**src/rtl/root_power_loader_pkg.sv**
```systemverilog
// rtl/root_power_loader_pkg.sv - shared sizing, state and row types for the twiddle-table loader
package root_power_loader_pkg;

  localparam int FSIZE   = 16;
  localparam int LOGE    = 2;
  localparam int LANES   = 2;
  localparam int ROWS    = 4;
  localparam int ADDR_W  = (ROWS > 1) ? $clog2(ROWS) : 1;
  localparam int STAGE_W = (LOGE > 1) ? $clog2(LOGE) : 1;
  localparam int LANE_W  = (LANES > 1) ? $clog2(LANES) : 1;

  // W and WQ tables, each LOGE banks of ROWS rows of LANES words
  localparam int ROOT_LOAD_BEATS = 2 * LOGE * ROWS * LANES;

  typedef enum logic [1:0] {IDLE, LOAD_W, LOAD_WQ, DONE} root_load_state_t;

  typedef logic [LANES-1:0][FSIZE-1:0] row_t;

endpackage

```
**src/rtl/root_power_loader_if.sv**
```systemverilog
// rtl/root_power_loader_if.sv - DMA word stream feeding the loader
interface root_power_loader_if;
  import root_power_loader_pkg::*;

  logic             in_valid;
  logic             in_ready;
  logic [FSIZE-1:0] in_data;
  logic             in_last;

  modport master (output in_valid, output in_data, output in_last, input in_ready);
  modport slave  (input in_valid, input in_data, input in_last, output in_ready);

endinterface

```
**src/rtl/root_power_loader_packer.sv**
```systemverilog
// rtl/root_power_loader_packer.sv - rp_row_packer: lane counter, holding register, row-complete strobe
module rp_row_packer
  import root_power_loader_pkg::*;
(
  input  logic             clk,
  input  logic             rst,
  input  logic             clear,
  input  logic             beat,
  input  logic [FSIZE-1:0] data,
  output logic             row_complete,
  output row_t             row_data
);

  logic [LANE_W-1:0]             lane;
  logic [LANES-2:0][FSIZE-1:0]   hold;

  assign row_complete = beat && (lane == LANE_W'(LANES - 1));

  // The completing word bypasses the holding register so the row is whole on its beat
  always_comb begin
    row_data = '0;
    for (int i = 0; i < LANES - 1; i++) begin
      row_data[i] = hold[i];
    end
    row_data[LANES-1] = data;
  end

  always_ff @(posedge clk or posedge rst) begin
    if (rst) begin
      lane <= '0;
      hold <= '0;
    end else if (clear) begin
      lane <= '0;
      hold <= '0;
    end else if (beat) begin
      lane <= row_complete ? '0 : lane + 1'b1;
      for (int i = 0; i < LANES - 1; i++) begin
        if (lane == LANE_W'(i)) hold[i] <= data;
      end
    end
  end

endmodule

```
**src/rtl/root_power_loader.sv**
```systemverilog
// rtl/root_power_loader.sv - packs DMA twiddle words into per-stage W/WQ bank row writes
module root_power_loader
  import root_power_loader_pkg::*;
(
  input  logic                              clk,
  input  logic                              rst,
  input  logic                              start,
  root_power_loader_if.slave                dma,
  output logic [LOGE-1:0][ADDR_W-1:0]       w_waddr,
  output logic [LOGE-1:0][LANES-1:0][FSIZE-1:0] w_wdata,
  output logic [LOGE-1:0][LANES-1:0]        w_wren,
  output logic [LOGE-1:0][ADDR_W-1:0]       wq_waddr,
  output logic [LOGE-1:0][LANES-1:0][FSIZE-1:0] wq_wdata,
  output logic [LOGE-1:0][LANES-1:0]        wq_wren,
  output logic                              busy,
  output logic                              done,
  output logic                              err
);

  root_load_state_t  state;
  logic [ADDR_W-1:0] row;
  logic [STAGE_W-1:0] stage;
  logic              beat;
  logic              row_complete;
  logic              table_end;
  row_t              row_data;

  assign beat      = dma.in_valid && dma.in_ready;
  assign table_end = row_complete && (row == ADDR_W'(ROWS - 1)) && (stage == STAGE_W'(LOGE - 1));

  rp_row_packer u_packer (
    .clk          (clk),
    .rst          (rst),
    .clear        (!busy),
    .beat         (beat),
    .data         (dma.in_data),
    .row_complete (row_complete),
    .row_data     (row_data)
  );

  always_ff @(posedge clk or posedge rst) begin
    if (rst) begin
      state        <= IDLE;
      row          <= '0;
      stage        <= '0;
      dma.in_ready <= 1'b0;
      busy         <= 1'b0;
      done         <= 1'b0;
      err          <= 1'b0;
      w_waddr      <= '0;
      w_wdata      <= '0;
      w_wren       <= '0;
      wq_waddr     <= '0;
      wq_wdata     <= '0;
      wq_wren      <= '0;
    end else begin
      w_waddr  <= '0;
      w_wdata  <= '0;
      w_wren   <= '0;
      wq_waddr <= '0;
      wq_wdata <= '0;
      wq_wren  <= '0;
      done     <= 1'b0;
      case (state)
        IDLE: begin
          if (start) begin
            state        <= LOAD_W;
            dma.in_ready <= 1'b1;
            busy         <= 1'b1;
            row          <= '0;
            stage        <= '0;
            err          <= 1'b0;
          end
        end
        LOAD_W, LOAD_WQ: begin
          if (beat) begin
            if (row_complete) begin
              if (state == LOAD_W) begin
                w_wren[stage]  <= '1;
                w_waddr[stage] <= row;
                w_wdata[stage] <= row_data;
              end else begin
                wq_wren[stage]  <= '1;
                wq_waddr[stage] <= row;
                wq_wdata[stage] <= row_data;
              end
              if (row == ADDR_W'(ROWS - 1)) begin
                row   <= '0;
                stage <= (stage == STAGE_W'(LOGE - 1)) ? '0 : stage + 1'b1;
              end else begin
                row <= row + 1'b1;
              end
            end
            // Only in_last exactly on the final WQ word is a clean finish
            if (dma.in_last || (state == LOAD_WQ && table_end)) begin
              state        <= DONE;
              dma.in_ready <= 1'b0;
              busy         <= 1'b0;
              err          <= !(state == LOAD_WQ && table_end && dma.in_last);
            end else if (table_end) begin
              state <= LOAD_WQ;
            end
          end
        end
        DONE: begin
          done  <= 1'b1;
          state <= IDLE;
        end
        default: state <= IDLE;
      endcase
    end
  end

endmodule
```
**src/flat_wrapper.sv**
```systemverilog
// flat-port wrapper written by rule: the top's interface ports become plain ports
module root_power_loader_flat import root_power_loader_pkg::*;
  (clk, rst, start, w_waddr, w_wdata, w_wren, wq_waddr, wq_wdata, wq_wren, busy, done, err, dma_in_valid, dma_in_data, dma_in_last, dma_in_ready);
  root_power_loader_if dma_i ();
  input  logic clk;
  input  logic rst;
  input  logic start;
  output logic [LOGE-1:0][ADDR_W-1:0] w_waddr;
  output logic [LOGE-1:0][LANES-1:0][FSIZE-1:0] w_wdata;
  output logic [LOGE-1:0][LANES-1:0] w_wren;
  output logic [LOGE-1:0][ADDR_W-1:0] wq_waddr;
  output logic [LOGE-1:0][LANES-1:0][FSIZE-1:0] wq_wdata;
  output logic [LOGE-1:0][LANES-1:0] wq_wren;
  output logic busy;
  output logic done;
  output logic err;
  input wire logic [$bits(dma_i.in_valid)-1:0] dma_in_valid;
  input wire logic [$bits(dma_i.in_data)-1:0] dma_in_data;
  input wire logic [$bits(dma_i.in_last)-1:0] dma_in_last;
  output wire logic [$bits(dma_i.in_ready)-1:0] dma_in_ready;
  assign dma_i.in_valid = dma_in_valid;
  assign dma_i.in_data = dma_in_data;
  assign dma_i.in_last = dma_in_last;
  assign dma_in_ready = dma_i.in_ready;
  root_power_loader u_core (.clk(clk), .rst(rst), .start(start), .dma(dma_i), .w_waddr(w_waddr), .w_wdata(w_wdata), .w_wren(w_wren), .wq_waddr(wq_waddr), .wq_wdata(wq_wdata), .wq_wren(wq_wren), .busy(busy), .done(done), .err(err));
endmodule
```
**config.mk**
```make
export PLATFORM = sky130hd
export DESIGN_NAME = root_power_loader_flat
export DESIGN_NICKNAME = d
export VERILOG_FILES = /design/src/rtl/root_power_loader_pkg.sv /design/src/rtl/root_power_loader_if.sv /design/src/rtl/root_power_loader_packer.sv /design/src/rtl/root_power_loader.sv /design/src/flat_wrapper.sv
export SDC_FILE = /design/constraint.sdc
export NUM_CORES = 1
export LEC_CHECK = 0
export ABC_AREA = 1
export CAP_MARGIN = 10
export CORE_ASPECT_RATIO = 0.8
export CORE_MARGIN = 3
export CORE_UTILIZATION = 49
export CTS_BUF_LIST = sky130_fd_sc_hd__clkbuf_4 sky130_fd_sc_hd__clkbuf_8
export DETAILED_ROUTE_END_ITERATION = 8
export GPL_ROUTABILITY_DRIVEN = 0
export GPL_TIMING_DRIVEN = 0
export PLACE_DENSITY_LB_ADDON = 0.05
export SYNTH_ARGS = -nofsm -noshare
export SYNTH_HDL_FRONTEND = slang
export SYNTH_SLANG_ARGS = --single-unit
```
**constraint.sdc**
```tcl
create_clock -name clk -period 17.85 [get_ports clk]
set_input_delay 4.4625 -clock clk [delete_from_list [all_inputs] [get_ports clk]]
set_output_delay 4.4625 -clock clk [all_outputs]
set_load 0.02 [all_outputs]
```
==> out/metrics.cfg <==
[global_routing]
grt_pass1_vias=3876
antenna_found_initial=0
grt_overflow=0
grt_first_pass_wirelength_um=20800
grt_max_degree=88
grtUsageTotal=0.218

[logic_synthesis]
netlist_area_sq_mm=0.00549
yosysWarnings=0
postSynthCellCount=446
syn_nets=472
syn_area_per_cell_sq_um=12.3
ys_types=21
ys_seq_area_frac=0.752
ys_ff_latch=165

[sta]
period_minus_slack_ns=6.14
finalSetupTns_ns=0
finalCritPeriodShare=0.344
worst_slew_pin_slew_ns=0.745
fin_ws_ns=11.71
hold_viol_final=0
rsz0062_at_grt=no
finClkSkew_ns=0.00946
drv_slew=0
setup_violations=0
slew_headroom=0.503
max_freq_ghz=0.163

[routing]
routed_wl_um=13000
wl_per_cell_um=16.5
first_pass_iters=4
vias_per_cell=4.74
ant_nets=0
dr_wl_met3_um=992
num_vias=3725
drt-met1-wl_um=5380
drtIter0Drc=186
top_layer_used=met4
drc=0
met2_length_um=6380

[clock_network]
cts_tree=yes
holdBufCountCts=0
root_buffer=clkbuf_8
post_cts_buffers=0
htreeDepth=4
cts.sinks=165
post_cts_resized=0
insertion_delay_ns=0.44
numCtsBuffers=17
clk_pin_slew_worst_paths_ns=0.09
clockBufferDepth=2

[die]
core_sq_mm=0.0106
ios=169
dieArea_sq_mm=0.0125
die_x_um=124
rows=33
start_util=0.519
fp.dieH_um=101

[worst_setup_path]
cp_slowest_cell=clkdlybuf4s50_1
cp.required_ns=13.39
crit_path_end_kind=primary output
cp_cell_sequence=buf_4 -> clkdlybuf4s50_1
cpPeakStageDelay_ns=0.59
worstSetupStartpointType=register
cp.arrival_ns=1.68
crit_type=register to primary output
cp_max_fo=8

[finish]
final_common_cell=clkdlybuf4s50_1
final_cell_mix=clkdlybuf4s50_1, dfrtp_1, nor2_1
antenna_cells=0
syn_to_final_growth_pct=42.7
n_fill_cell=744
drive_above_1_share=0.0960
fin_nets=660
fin_util=0.741

[min_path]
holdCritPathClass=register to register

[power]
p_leak_uw=0.00380
vdd_drop_max_mv=0.0644
power_density_mw_per_mm2=88.6

[placement]
pre_cts_slack_ns=11.65
io_buffers=168
hpwl_um=8940

[outcome]
status=finished clean

[run]
max_cap_violations=0

## worst max-delay path, delay by kind of cell, from the launching register on
family	cells	cell delay, ns
buf+inv	2	0.75
flops	1	0.50
## final timing paths
path | from | to | slack [ns] | depth (start not counted)
setup / recovery | u_core.busy | dma_in_ready | 11.71 | 2
hold / removal | u_core.u_packer.hold[14] | u_core.wq_wdata[14] | 0.53 | 2
setup reg to reg | u_core.state[0] | u_core.w_wdata[25] | 15.89 | 8
hold reg to reg | u_core.u_packer.hold[14] | u_core.wq_wdata[14] | 0.53 | 2
max in group asynchronous | rst | u_core.u_packer.hold[4] | 12.50 | 3
min in group asynchronous | rst | u_core.w_wren[2] | 4.54 | 2
## Yosys cell counts
master,n,area share
dfrtp_1,165,0.75
nor2_1,139,0.095
inv_1,52,0.036
nand2_1,25,0.017
o22ai_1,16,0.018
buf_6,12,0.025
nand3_1,7,0.0064
buf_4,6,0.0082
ha_1,5,0.011
o21ai_0,4,0.0036
a21oi_1,2,0.0018
buf_2,2,0.0018
nand3_4,2,0.0064
nand4_4,2,0.0078
inv_2,1,0.00068
nand2_2,1,0.0011
nand4_1,1,0.0011
nor2_2,1,0.0011
nor2_8,1,0.0036
o21ai_1,1,0.00091
or2_2,1,0.0011
## flip-flops by register name, summed over array words and instances (netlist names)
| signal | flops |
|---|---|
| u_core.w_wdata | 64 |
| u_core.wq_wdata | 64 |
| u_core.u_packer.hold | 16 |
| u_core.w_waddr | 4 |
| u_core.wq_waddr | 4 |
| u_core.row | 2 |
| u_core.state | 2 |
| u_core.w_wren | 2 |
| u_core.wq_wren | 2 |
| u_core.busy | 1 |
| u_core.done | 1 |
| u_core.err | 1 |
| u_core.stage | 1 |
| u_core.u_packer.lane | 1 |
## per-stage QoR
stage | hold WS [ns] | cells | area [sq um] | power (uW)
2_1_floorplan | 0.495 | 446 | 5490 | 389
3_3_place_gp | 0.510 | 754 | 7350 | 396
3_5_place_dp | 0.518 | 755 | 7380 | 397
4_1_cts | 0.529 | 786 | 7830 | 697
5_1_grt | 0.563 | 786 | 7830 | 717
6_report | 0.527 | 786 | 7830 | 694
## power breakdown
group / internal (uW) / total, uW / switching, uW
clock: 168 / 305 / 136
sequential: 373 / 373 / 0
combinational: 4.91 / 15.9 / 11.0
total: 546 / 694 / 147
## cells by family after synthesis
logic type,count (synthesis),synth area share
simple gates,180,0.141
flops,165,0.752
buf+inv,73,0.0709
compound gates,23,0.0246
fa+ha+maj,5,0.0114
## per-layer routing
| layer | vias up | global-route usage |
|---|---|---|
| li1 | 1717 | - |
| met1 | 1851 | 0.273 |
| met2 | 138 | 0.360 |
| met3 | 19 | 0.0720 |
| met4 | 0 | 0.0783 |
| met5 | - | 0 |
## cell type report
class / instances / area [sq um] / share of cell area
clock inverter: 14 / 221 / 0.0283
buffer: 20 / 190 / 0.0243
inverter: 53 / 204 / 0.0260
timing repair buffer: 169 / 1710 / 0.218
clock buffer: 17 / 234 / 0.0299
tap: 140 / 175 / 0.0224
multi-input combinational: 208 / 971 / 0.124
sequential: 165 / 4130 / 0.527
Note: power is estimated with default switching activity, not from simulation.
